===== src/rtl/bf_iter_ctrl.sv =====
// Iteration controller for the bit-flipping LDPC decoder: consumes per-iteration
// syndrome weights and decides between another flip, success, or giving up.
module bf_iter_ctrl #(
    parameter int WT_W      = 8,
    parameter int MAX_ITER  = 32,
    parameter int IT_W      = 6,
    parameter int STALL_LIM = 4
) (
    input  logic            clk,
    input  logic            rst_n,
    input  logic            start,
    input  logic            abort,
    input  logic            wt_valid,
    input  logic [WT_W-1:0] wt,
    output logic            iter_go,
    output logic            busy,
    output logic            done,
    output logic            success,
    output logic            stalled,
    output logic [IT_W-1:0] iter_cnt,
    output logic [WT_W-1:0] best_wt,
    output logic [1:0]      dbg_state
);

    // Handshake: wt is taken on any rising edge where wt_valid is high and the
    // controller sits in WAIT; there is no ready, so the producer must hold off
    // until the iter_go it triggered has been serviced.
    typedef enum logic [1:0] {
        S_IDLE  = 2'd0,
        S_WAIT  = 2'd1,
        S_ISSUE = 2'd2,
        S_FIN   = 2'd3
    } state_t;

    state_t          state_q, state_d;
    logic [IT_W-1:0] iter_cnt_q, iter_cnt_d;
    logic [WT_W-1:0] best_wt_q, best_wt_d;
    logic [3:0]      stall_cnt_q, stall_cnt_d;
    logic            success_q, success_d;
    logic            stalled_q, stalled_d;
    logic [3:0]      stall_inc;
    logic            wt_better;

    assign wt_better = (wt < best_wt_q);
    assign stall_inc = (stall_cnt_q == 4'(STALL_LIM)) ? stall_cnt_q : stall_cnt_q + 4'd1;

    always_comb begin
        state_d     = state_q;
        iter_cnt_d  = iter_cnt_q;
        best_wt_d   = best_wt_q;
        stall_cnt_d = stall_cnt_q;
        success_d   = success_q;
        stalled_d   = stalled_q;
        if (abort) begin
            // Abort freezes the frame statistics so they can be inspected afterwards.
            state_d = S_IDLE;
        end else begin
            case (state_q)
                S_IDLE: begin
                    if (start) begin
                        state_d     = S_WAIT;
                        iter_cnt_d  = '0;
                        stall_cnt_d = '0;
                        success_d   = 1'b0;
                        stalled_d   = 1'b0;
                        best_wt_d   = '1;
                    end
                end
                S_WAIT: begin
                    if (wt_valid) begin
                        best_wt_d = wt_better ? wt : best_wt_q;
                        if (wt == '0) begin
                            success_d = 1'b1;
                            state_d   = S_FIN;
                        end else if (iter_cnt_q == IT_W'(MAX_ITER)) begin
                            state_d = S_FIN;
                        end else if (wt_better) begin
                            stall_cnt_d = '0;
                            state_d     = S_ISSUE;
                        end else begin
                            stall_cnt_d = stall_inc;
                            if (stall_inc == 4'(STALL_LIM)) begin
                                stalled_d = 1'b1;
                                state_d   = S_FIN;
                            end else begin
                                state_d = S_ISSUE;
                            end
                        end
                    end
                end
                S_ISSUE: begin
                    iter_cnt_d = iter_cnt_q + 1'b1;
                    state_d    = S_WAIT;
                end
                S_FIN: begin
                    state_d = S_IDLE;
                end
                default: state_d = S_IDLE;
            endcase
        end
    end

    always_ff @(posedge clk or negedge rst_n) begin
        if (!rst_n) begin
            state_q     <= S_IDLE;
            iter_cnt_q  <= '0;
            best_wt_q   <= '1;
            stall_cnt_q <= '0;
            success_q   <= 1'b0;
            stalled_q   <= 1'b0;
        end else begin
            state_q     <= state_d;
            iter_cnt_q  <= iter_cnt_d;
            best_wt_q   <= best_wt_d;
            stall_cnt_q <= stall_cnt_d;
            success_q   <= success_d;
            stalled_q   <= stalled_d;
        end
    end

    // Pulses are pure decodes of the state register, so they stay glitch-free
    // and have no path from the inputs.
    assign iter_go   = (state_q == S_ISSUE);
    assign busy      = (state_q == S_WAIT) || (state_q == S_ISSUE);
    assign done      = (state_q == S_FIN);
    assign success   = success_q;
    assign stalled   = stalled_q;
    assign iter_cnt  = iter_cnt_q;
    assign best_wt   = best_wt_q;
    assign dbg_state = state_q;

endmodule


===== config.mk =====
export PLATFORM = sky130hd
export DESIGN_NAME = bf_iter_ctrl
export DESIGN_NICKNAME = d
export VERILOG_FILES = /design/src/rtl/bf_iter_ctrl.sv
export SDC_FILE = /design/constraint.sdc
export NUM_CORES = 1
export LEC_CHECK = 0
export ABC_AREA = 0
export BUFFER_PORTS_ARGS = -buffer_cell sky130_fd_sc_hd__buf_2
export CAP_MARGIN = 20
export CORE_UTILIZATION = 40
export CTS_CLUSTER_SIZE = 30
export DETAILED_ROUTE_END_ITERATION = 10
export PLACE_DENSITY = 0.62
export SYNTH_ARGS = -nofsm -noshare
export SYNTH_HDL_FRONTEND = slang
export SYNTH_SLANG_ARGS = --single-unit

===== constraint.sdc =====
create_clock -name clk -period 3.97 [get_ports clk]
set_input_delay 0.794 -clock clk [delete_from_list [all_inputs] [get_ports clk]]
set_output_delay 0.794 -clock clk [all_outputs]
set_load 0.05 [all_outputs]

* Word-level counts from Yosys, hierarchy flattened *
Index checks and enable logic that the tools add are counted.

cells by class
  add/subtract/negate cells = 2
  order comparisons = 1
  eq/ne operators = 16
  mux-type cells = 31
  bitwise operators = 1
  reductions and logical operators = 11

operators with widths
  kind                                           number
  two-way mux 4 bit                              6
  two-way mux 8 bit                              3
  != test 2 bit, second input constant           8
  one-hot mux 8 bit (2 select lines)             1
  two-way mux 1 bit                              12
  one-hot mux 6 bit (2 select lines)             1
  AND reduction 5 bit                            2
  == test 4 x 3 -> 1 bit, second input constant  2
  zero test 8 bit                                1
  < comparator 8 bit                             1
  one-hot mux 2 bit (4 select lines)             1
  one-hot mux 4 bit (2 select lines)             1
  AND reduction 8 bit                            1
  adder 6 x 1 -> 6 bit, second input constant    1
  == test 6 bit, second input constant           1
  two-way mux 2 bit                              3
  two-way mux 6 bit                              1
  != test 3 bit, second input constant           2
  AND reduction 6 bit                            1
  adder 4 x 1 -> 4 bit, second input constant    1
  == test 2 bit, second input constant           2
  one-hot mux 1 bit (2 select lines)             2
  nonzero test 2 bit                             2
  AND reduction 3 bit                            1
  other kinds (5)                                5

word-level totals
  register bits = 22
  output and inout port bits = 21

* Depth between registers and ports, before layout *
Gate-level depths: netlist of the first run.

  word-level depth = 10
  gate-level depth with buffers = 9

* Worst setup path after synthesis of the first run *
Ideal clock, no wire load.

  path kind = register -> register
  start = register state_q[1] (netlist: dbg_state[1])
  end = register best_wt_q[4] (netlist: best_wt[4])
  setup time = 0.080 ns
  arrival = 2.394 ns
  data required time = 3.890 ns
  setup slack = 1.496 ns
  stages on the path, launching flop included = 10
  cell sequence = dfrtp_1 inv_1 ha_1 buf_6 nor2b_4 or4_4 buf_6 a2111oi_0 a21oi_1 a2bb2oi_1

on the way
  cells in the longest elaborated chain, start to end = 3
  elaborated cells on any way between the ends = 8

ends and longest elaborated chain
  element                                                                      line  RTL
  start, declared                                                              35    state_t state_q, state_d;
  start signal, assigned                                                       112   state_q <= state_d;
  == test 2 x 1 -> 1 bit / zero test 2 bit (equally long branches)             58    case (state_q)
  != test 2 bit (no source line) / nonzero test 2 bit (equally long branches)  n/a
  AND reduction 5 bit (no source line)                                         n/a
  end signal, assigned                                                         114   best_wt_q <= best_wt_d;
  end, declared                                                                37    logic [WT_W-1:0] best_wt_q, best_wt_d;

Several ways; a longest one is shown, not always the timed one.
A chain may end at the register's enable or synchronous reset.

* Worst setup path after layout of the first run *
  start = input wt[2]
  end = register stalled_q (netlist: stalled)

on the way
  cells in the longest elaborated chain, start to end = 3
  elaborated cells on any way between the ends = 5

ends and longest elaborated chain
  element                                                       line    RTL
  start, declared                                               14      input logic [WT_W-1:0] wt,
  < comparator 8 bit / zero test 8 bit (equally long branches)  44, 72
  != test 2 bit (no source line)                                n/a
  AND reduction 8 bit (no source line) (*)                      n/a
  end signal, assigned                                          117     stalled_q <= stalled_d;
  end, declared                                                 40      logic stalled_q, stalled_d;

Mark *: on every way between the ends. The rest lies on a longest branch, timed or not.

==> reports/metrics.csv, run 1 <==
stage,metric,value,unit
routing,wl_per_cell,13.9,um
synth,yosys.area.top_type,dfrtp_1,
floorplanning,rows,21,
routing,first_iter_violations,84,
synth,ys_seq_area_frac,0.371,
synth,async_flop_share,1.00,
global_routing,first_global_vias,1311,
timing,setup_tns,0,ns
routing,via_count,1372,
synth,yosys-top-cells-count,"inv_1 (17), nor2_1 (16), a21oi_1 (15), ha_1 (15), dfrtp_1 (14)",
run_status,outcome,completed,
cells_and_area,num_antenna_cells,0,
critical_path,path_buf_inv,1,
power_and_ir_drop,power_density,601,nW/um^2
place,pre_cts_slack,1.35,ns
synth,yosysWarnings,0,
synth,avgSynthCellArea,9.15,um^2
cells_and_area,multi_input_area,846,um^2
critical_path,ff2ff_setup_slack,1.55,ns
global_routing,grt_max_degree,23,
timing,fmax,413,MHz
cells_and_area,fillCellCount,343,
synth,syn_inst,165,
synth,synth_edf_count,0,
power_and_ir_drop,irDropWorstVdd,0.000312,V
floorplanning,start_util,0.435,
global_routing,grt_pass1_wl,5.82,mm
power_and_ir_drop,power_switching,515,uW
critical_path,required,4.13,ns
clock_tree,cts.path.max_buffers,2,
synth,yosysMostFrequentCell,inv_1,
routing,dr.pass1.iters,4,
critical_path,end_kind,register,
floorplanning,dieArea,4020,um^2
cells_and_area,drive_gt1_frac,0.242,
critical_path,crit_family,compound AO/OA/AOI/OAI gates,
timing,tightest_slew,0.561,ns
synth,synth_top_cell_area_share,0.232,
worst_hold_path,hold_path.class,in -> async,
timing,post-route-min-period,2.42,ns
clock_tree,cts-hold-fix-buffers,0,
critical_path,worstPathMaxFanout,12,
timing,whs,0.491,ns
power_and_ir_drop,p_int,529,uW
global_routing,overflow,0,
timing,final-hold-violation-count,0,
routing,ant_nets,0,
global_routing,grt_use_total,0.180,
synth,synth.area.top_cells,"dfrtp_1 (23%), dfstp_2 (14%), ha_1 (12%), a21oi_1 (5.0%), inv_1 (4.2%)",
timing,slew_violations,0,
critical_path,reg2reg_depth,7,
floorplanning,core,3470,um^2
power_and_ir_drop,p_comb_frac,0.543,
critical_path,r2r-end,best_wt[2]$_DFFE_PN1P_,
place,place_hpwl,2.69,mm
clock_tree,clkTransAtPathRegs,0.08,ns
power_and_ir_drop,swShare,0.493,
place,routabilityCongestion,0.856,
cells_and_area,register_area,561,um^2
critical_path,timing_worst_setup_path_type,in -> reg,
cells_and_area,fin_cells,244,
cells_and_area,nets,227,
synth,ys_seq_elements,22,
synth,ys.flop_type,dfrtp_1,
routing,wl,3.38,mm
clock_tree,htreeDepth,1,
timing,finalCritPeriodShare,0.610,
clock_tree,cts.sinks,22,
synth,syn-cell-area,1510,um^2
timing,relSlewSlack,0.616,
timing,rsz0062_at_grt,false,
synth,ys_types,39,
power_and_ir_drop,seqPwrFrac,0.321,
synth,synth_nets,193,
critical_path,crit_arrival,2.59,ns
routing,post-route-drc-count,0,
routing,via_per_inst,5.62,
clock_tree,cts_tree,done,
critical_path,cp_slowest_stage_delay,0.43,ns
clock_tree,cts-root-buf,clkbuf_8,
timing,fin_worst_skew,0.00561,ns
place,port_buffers,33,
timing,setup_viol,0,
timing,finalWorstSetupSlack,1.55,ns
critical_path,crit_slowest_cell,o21ai_0,
clock_tree,cts_resized,0,
global_routing,antenna_found_initial,0,
clock_tree,cts_buffers,3,
place,dp.cells,240,
floorplanning,die_h,63.4,um
power_and_ir_drop,leakage,0.000860,uW
floorplanning,boundaryPins,34,
critical_path,start_kind,input port,
cells_and_area,area_growth,15.2,%
critical_path,reg2reg_from,dbg_state[1]$_DFFE_PN0P_,
flow_run,cap_violations,0,
power_and_ir_drop,power_frac_clock,0.136,
clock_tree,post_cts_buffers,0,
critical_path,path_cells,buf_2 > ha_1 > nand2_1 > o21ai_0 > a21o_1 > nand4_1 > o31ai_1,
floorplanning,die_w,63.4,um
clock_tree,clock_latency,0.26,ns
how the worst max path moves through the flow:
stage,depth (start not counted),end,from
after floorplan,9,best_wt[4]$_DFFE_PN1P_,dbg_state[1]$_DFFE_PN0P_
after global placement,7,stalled$_DFFE_PN0P_,wt[2]
after detailed placement,7,best_wt[7]$_DFFE_PN1P_,wt[2]
after CTS,7,stalled$_DFFE_PN0P_,wt[2]
after global routing,7,stalled$_DFFE_PN0P_,wt[7]
final,7,stalled$_DFFE_PN0P_,wt[2]
power groups by stage:
stage,clock network [uW],logic [uW],registers [uW]
after CTS,144,568,335
after floorplan,0,305,500
final,142,568,335
after detailed placement,0,566,339
after global placement,0,559,337
after global routing,155,622,344
sequential cells by signal, indices dropped and copies added, names as in the netlist:
name / count
success: 1
iter_cnt: 6
dbg_state: 2
stall_cnt_q: 4
stalled: 1
best_wt: 8
metrics by stage:
step                cell area, um^2  power, uW   util
global route                   1740       1120  0.501
global placement               1690        896  0.488
finish                         1740       1040  0.501
CTS                            1740       1050  0.501
detailed placement             1690        905  0.488
floorplan                      1510        804      -
logic make-up (layout without fill, tap and decap cells):
logic type | count (synthesis) | in the layout | synth area share
mux | 1 | 1 | 0.00663
flops | 22 | 22 | 0.371
compound gates | 49 | 49 | 0.224
fa+ha+maj | 15 | 15 | 0.124
simple gates | 53 | 53 | 0.182
xor+xnor | 4 | 4 | 0.0232
buf+inv | 21 | 54 | 0.0680
layout by cell type, fill, tap and decap left out, types with 3 or more instances in the layout:
master,count
a21oi_1,15
inv_1,17
dfstp_2,8
nor2_1,16
o21ai_0,6
dfrtp_1,14
buf_2,33
nand3_1,5
nor3_1,4
nand2_1,11
o32a_1,3
ha_1,15
a2111oi_0,5
o22ai_1,3
and3_1,3
a2bb2oi_1,5
nand4_1,3
clkbuf_8,3
area by class of cell:
class	count	share of cell area
Multi-Input combinational cell	122	0.487
Sequential cell	22	0.323
Timing Repair Buffer	33	0.0950
Inverter	17	0.0367
Tap cell	46	0.0331
Clock buffer	4	0.0259
routing by layer:
metal / global-route usage / part of all wire / vias to the layer above
met1: 0.234 / 0.48 / 646
met3: 0.0308 / 0.054 / 6
met5: 0 / 0 / -
met4: 0.0653 / 0.014 / 0
met2: 0.295 / 0.45 / 48
li1: - / - / 672
Note: power is estimated with default switching activity, not from simulation.
==> inputs of run 2 (changes only) <==
- PLACE_DENSITY: 0.62 -> 0.64
- clock period: 3.97 -> 2.05 ns (I/O delays scaled with it)
==> run 2 against run 1 <==
Compared with the run above: non-clock buffer count rose by 20; global-route usage grew 2.3 points; sequential share of layout area decreased by 5.9 points; via count up 8.7%; register-to-register slack worse by 1.5 ns; combinational power rose to 3.0 times the previous value; setup slack got worse by 1.5 ns; sequential power increased by 96%; clock skew down 0.0042 ns; final area up 23%; critical path type is now reg -> reg; critical endpoint is now stall_cnt_q[3]$_DFFE_PN0P_; largest power group unchanged.
==> reports/metrics.csv, run 2 (synthesized netlist as in run 1, its figures left out) <==
stage,metric,value,unit,change
clock_tree,cts_buffers,3,,unchanged
timing,tightest_slew,0.512,ns,was 0.561 ns
floorplanning,die_w,63.4,um,unchanged
cells_and_area,largest_reg_flops,8,,unchanged
clock_tree,clock_latency,0.26,ns,about the same
critical_path,cp_slowest_stage_delay,0.60,ns,was 0.43 ns
floorplanning,start_util,0.435,,unchanged
timing,setup_viol,0,,unchanged
clock_tree,cts_tree,done,,unchanged
worst_hold_path,hold_path.class,in -> async,,unchanged
clock_tree,cts.path.max_buffers,2,,unchanged
critical_path,reg2reg_depth,8,,was 7
routing,first_iter_violations,62,,was 84
timing,final-hold-violation-count,0,,unchanged
timing,relSlewSlack,0.659,,was 0.616
global_routing,grt_pass1_wl,6.53,mm,was 5.82 mm
clock_tree,cts-root-buf,clkbuf_8,,unchanged
place,port_buffers,33,,unchanged
timing,post-route-min-period,2.02,ns,
clock_tree,cts-hold-fix-buffers,0,,unchanged
critical_path,end_kind,register,,unchanged
timing,fmax,495,MHz,
routing,ant_nets,0,,unchanged
critical_path,worstPathMaxFanout,5,,was 12
run_status,outcome,completed,,unchanged
floorplanning,die_h,63.4,um,unchanged
power_and_ir_drop,leakage,0.000987,uW,was 0.000860 uW
global_routing,overflow,0,,unchanged
clock_tree,cts.sinks,22,,unchanged
critical_path,crit_arrival,2.21,ns,was 2.59 ns
cells_and_area,fin_util,0.618,,was 0.501
cells_and_area,final_cell_mix,"buf_2 (33), buf_4 (20), nor2_1 (15)",,"was buf_2 (33), inv_1 (17), nor2_1 (16), a21oi_1 (15), ha_1 (15)"
timing,slew_violations,0,,unchanged
global_routing,antenna_found_initial,0,,unchanged
critical_path,start_kind,register,,was input port
timing,fin_worst_skew,0.00136,ns,was 0.00561 ns
place,place_hpwl,2.92,mm,was 2.69 mm
global_routing,grt_use_total,0.202,,was 0.180
cells_and_area,num_antenna_cells,0,,unchanged
floorplanning,dieArea,4020,um^2,unchanged
floorplanning,boundaryPins,34,,unchanged
place,routabilityCongestion,0.821,,was 0.856
critical_path,timing_worst_setup_path_type,reg -> reg,,was in -> reg
power_and_ir_drop,finalPower,2750,uW,was 1040 uW
critical_path,required,2.24,ns,was 4.13 ns
routing,post-route-drc-count,0,,unchanged
critical_path,r2r-end,stall_cnt_q[3]$_DFFE_PN0P_,,was best_wt[2]$_DFFE_PN1P_
floorplanning,rows,21,,unchanged
timing,rsz0062_at_grt,true,,was false
clock_tree,htreeDepth,1,,unchanged
routing,wl_per_cell,15.8,um,was 13.9 um
cells_and_area,nets,248,,was 227
flow_run,cap_violations,0,,unchanged
global_routing,grt_max_degree,23,,unchanged
floorplanning,core,3470,um^2,unchanged
power_and_ir_drop,irDropWorstVdd,0.000535,V,was 0.000312 V
routing,via_count,1491,,was 1372
critical_path,crit_slowest_cell,or4_4,,was o21ai_0
critical_path,path_cells,inv_2 > ha_4 > nor2b_4 > or4_4 > buf_4 > nor2_2 > a32oi_1 > o2bb2ai_1,,was buf_2 > ha_1 > nand2_1 > o21ai_0 > a21o_1 > nand4_1 > o31ai_1
routing,via_per_inst,5.63,,was 5.62
routing,wl,4.18,mm,was 3.38 mm
global_routing,first_global_vias,1456,,was 1311
timing,finalCritPeriodShare,0.986,,
clock_tree,clkTransAtPathRegs,0.08,ns,about the same
critical_path,ff2ff_setup_slack,0.03,ns,was 1.55 ns
critical_path,reg2reg_from,dbg_state[0]$_DFFE_PN0P_,,was dbg_state[1]$_DFFE_PN0P_
cells_and_area,area_growth,42.0,%,was 15.2%
power_and_ir_drop,power_density,1280,nW/um^2,was 601 nW/um^2
cells_and_area,drive_gt1_frac,0.461,,was 0.242
cells_and_area,layout_commonest_cell,buf_2,,unchanged
routing,dr.pass1.iters,4,,unchanged
## run 2: worst max path at each step
| stage | startpoint | end | slack (ns) | cells after the start |
|---|---|---|---|---|
| after CTS | dbg_state[0]$_DFFE_PN0P_ | best_wt[3]$_DFFE_PN1P_ | -0.02 | 7 |
| after global routing | best_wt[2]$_DFFE_PN1P_ | best_wt[3]$_DFFE_PN1P_ | -0.01 | 8 |
| after floorplan | dbg_state[1]$_DFFE_PN0P_ | best_wt[1]$_DFFE_PN1P_ | -0.05 | 8 |
| final | dbg_state[0]$_DFFE_PN0P_ | stall_cnt_q[3]$_DFFE_PN0P_ | 0.03 | 8 |
| after global placement | dbg_state[0]$_DFFE_PN0P_ | best_wt[2]$_DFFE_PN1P_ | -0.09 | 7 |
| after detailed placement | dbg_state[0]$_DFFE_PN0P_ | best_wt[2]$_DFFE_PN1P_ | -0.07 | 7 |
## run 2: through the flow
step	worst slack, ns	setup TNS (ns)	hold slack [ns]	std cells	area, um^2
after global placement	-0.0921	-0.283	0.407	251	1900
after CTS	-0.0244	-0.0338	0.123	256	1990
after floorplan	-0.0462	-0.301	0.114	165	1630
final	0.0282	0	0.106	265	2140
after detailed placement	-0.0742	-0.195	0.410	251	1900
after global routing	-0.0147	-0.0374	0.131	265	2140
## run 2: worst max-delay path, delay by kind of cell (launching register included)
family	cells	cell delay, ns
adders and majority gates	1	0.17
DFF	1	0.40
AOI/OAI and AO/OA	2	0.27
buffers and inverters	2	0.24
and+or+nand+nor	3	0.87
## run 2: metal layers
| layer | routed length [um] | vias to the layer above | global-route usage |
|---|---|---|---|
| met1 | 1860 | 724 | 0.248 |
| li1 | - | 713 | - |
| met4 | 69 | 0 | 0.0653 |
| met5 | 0 | - | 0 |
| met2 | 2070 | 45 | 0.359 |
| met3 | 180 | 9 | 0.0308 |
## run 2: report_power, final
| group | internal, uW | leakage (uW) | switching, uW |
|---|---|---|---|
| logic | 622 | 0.000678 | 1060 |
| registers | 577 | 0.000273 | 78.2 |
| clock network | 261 | 0.0000357 | 148 |
| total | 1460 | 0.000987 | 1290 |
## run 2: what timing repair did
| action | CTS | global route |
|---|---|---|
| pin swaps | 1 | 3 |
| setup buffers | 1 | 8 |
| cloned | 0 | 1 |
| gates resized for setup | 5 | 14 |
| setup endpoints to repair | 8 | 11 |
## run 2: cell type report
cell class	count	area, um^2
clock buffer	3	41.3
clock inverter	1	30.0
fill	300	1330
inverter	17	63.8
multi-input combinational	123	1070
sequential	22	564
tap	46	57.6
timing repair buffer	53	315
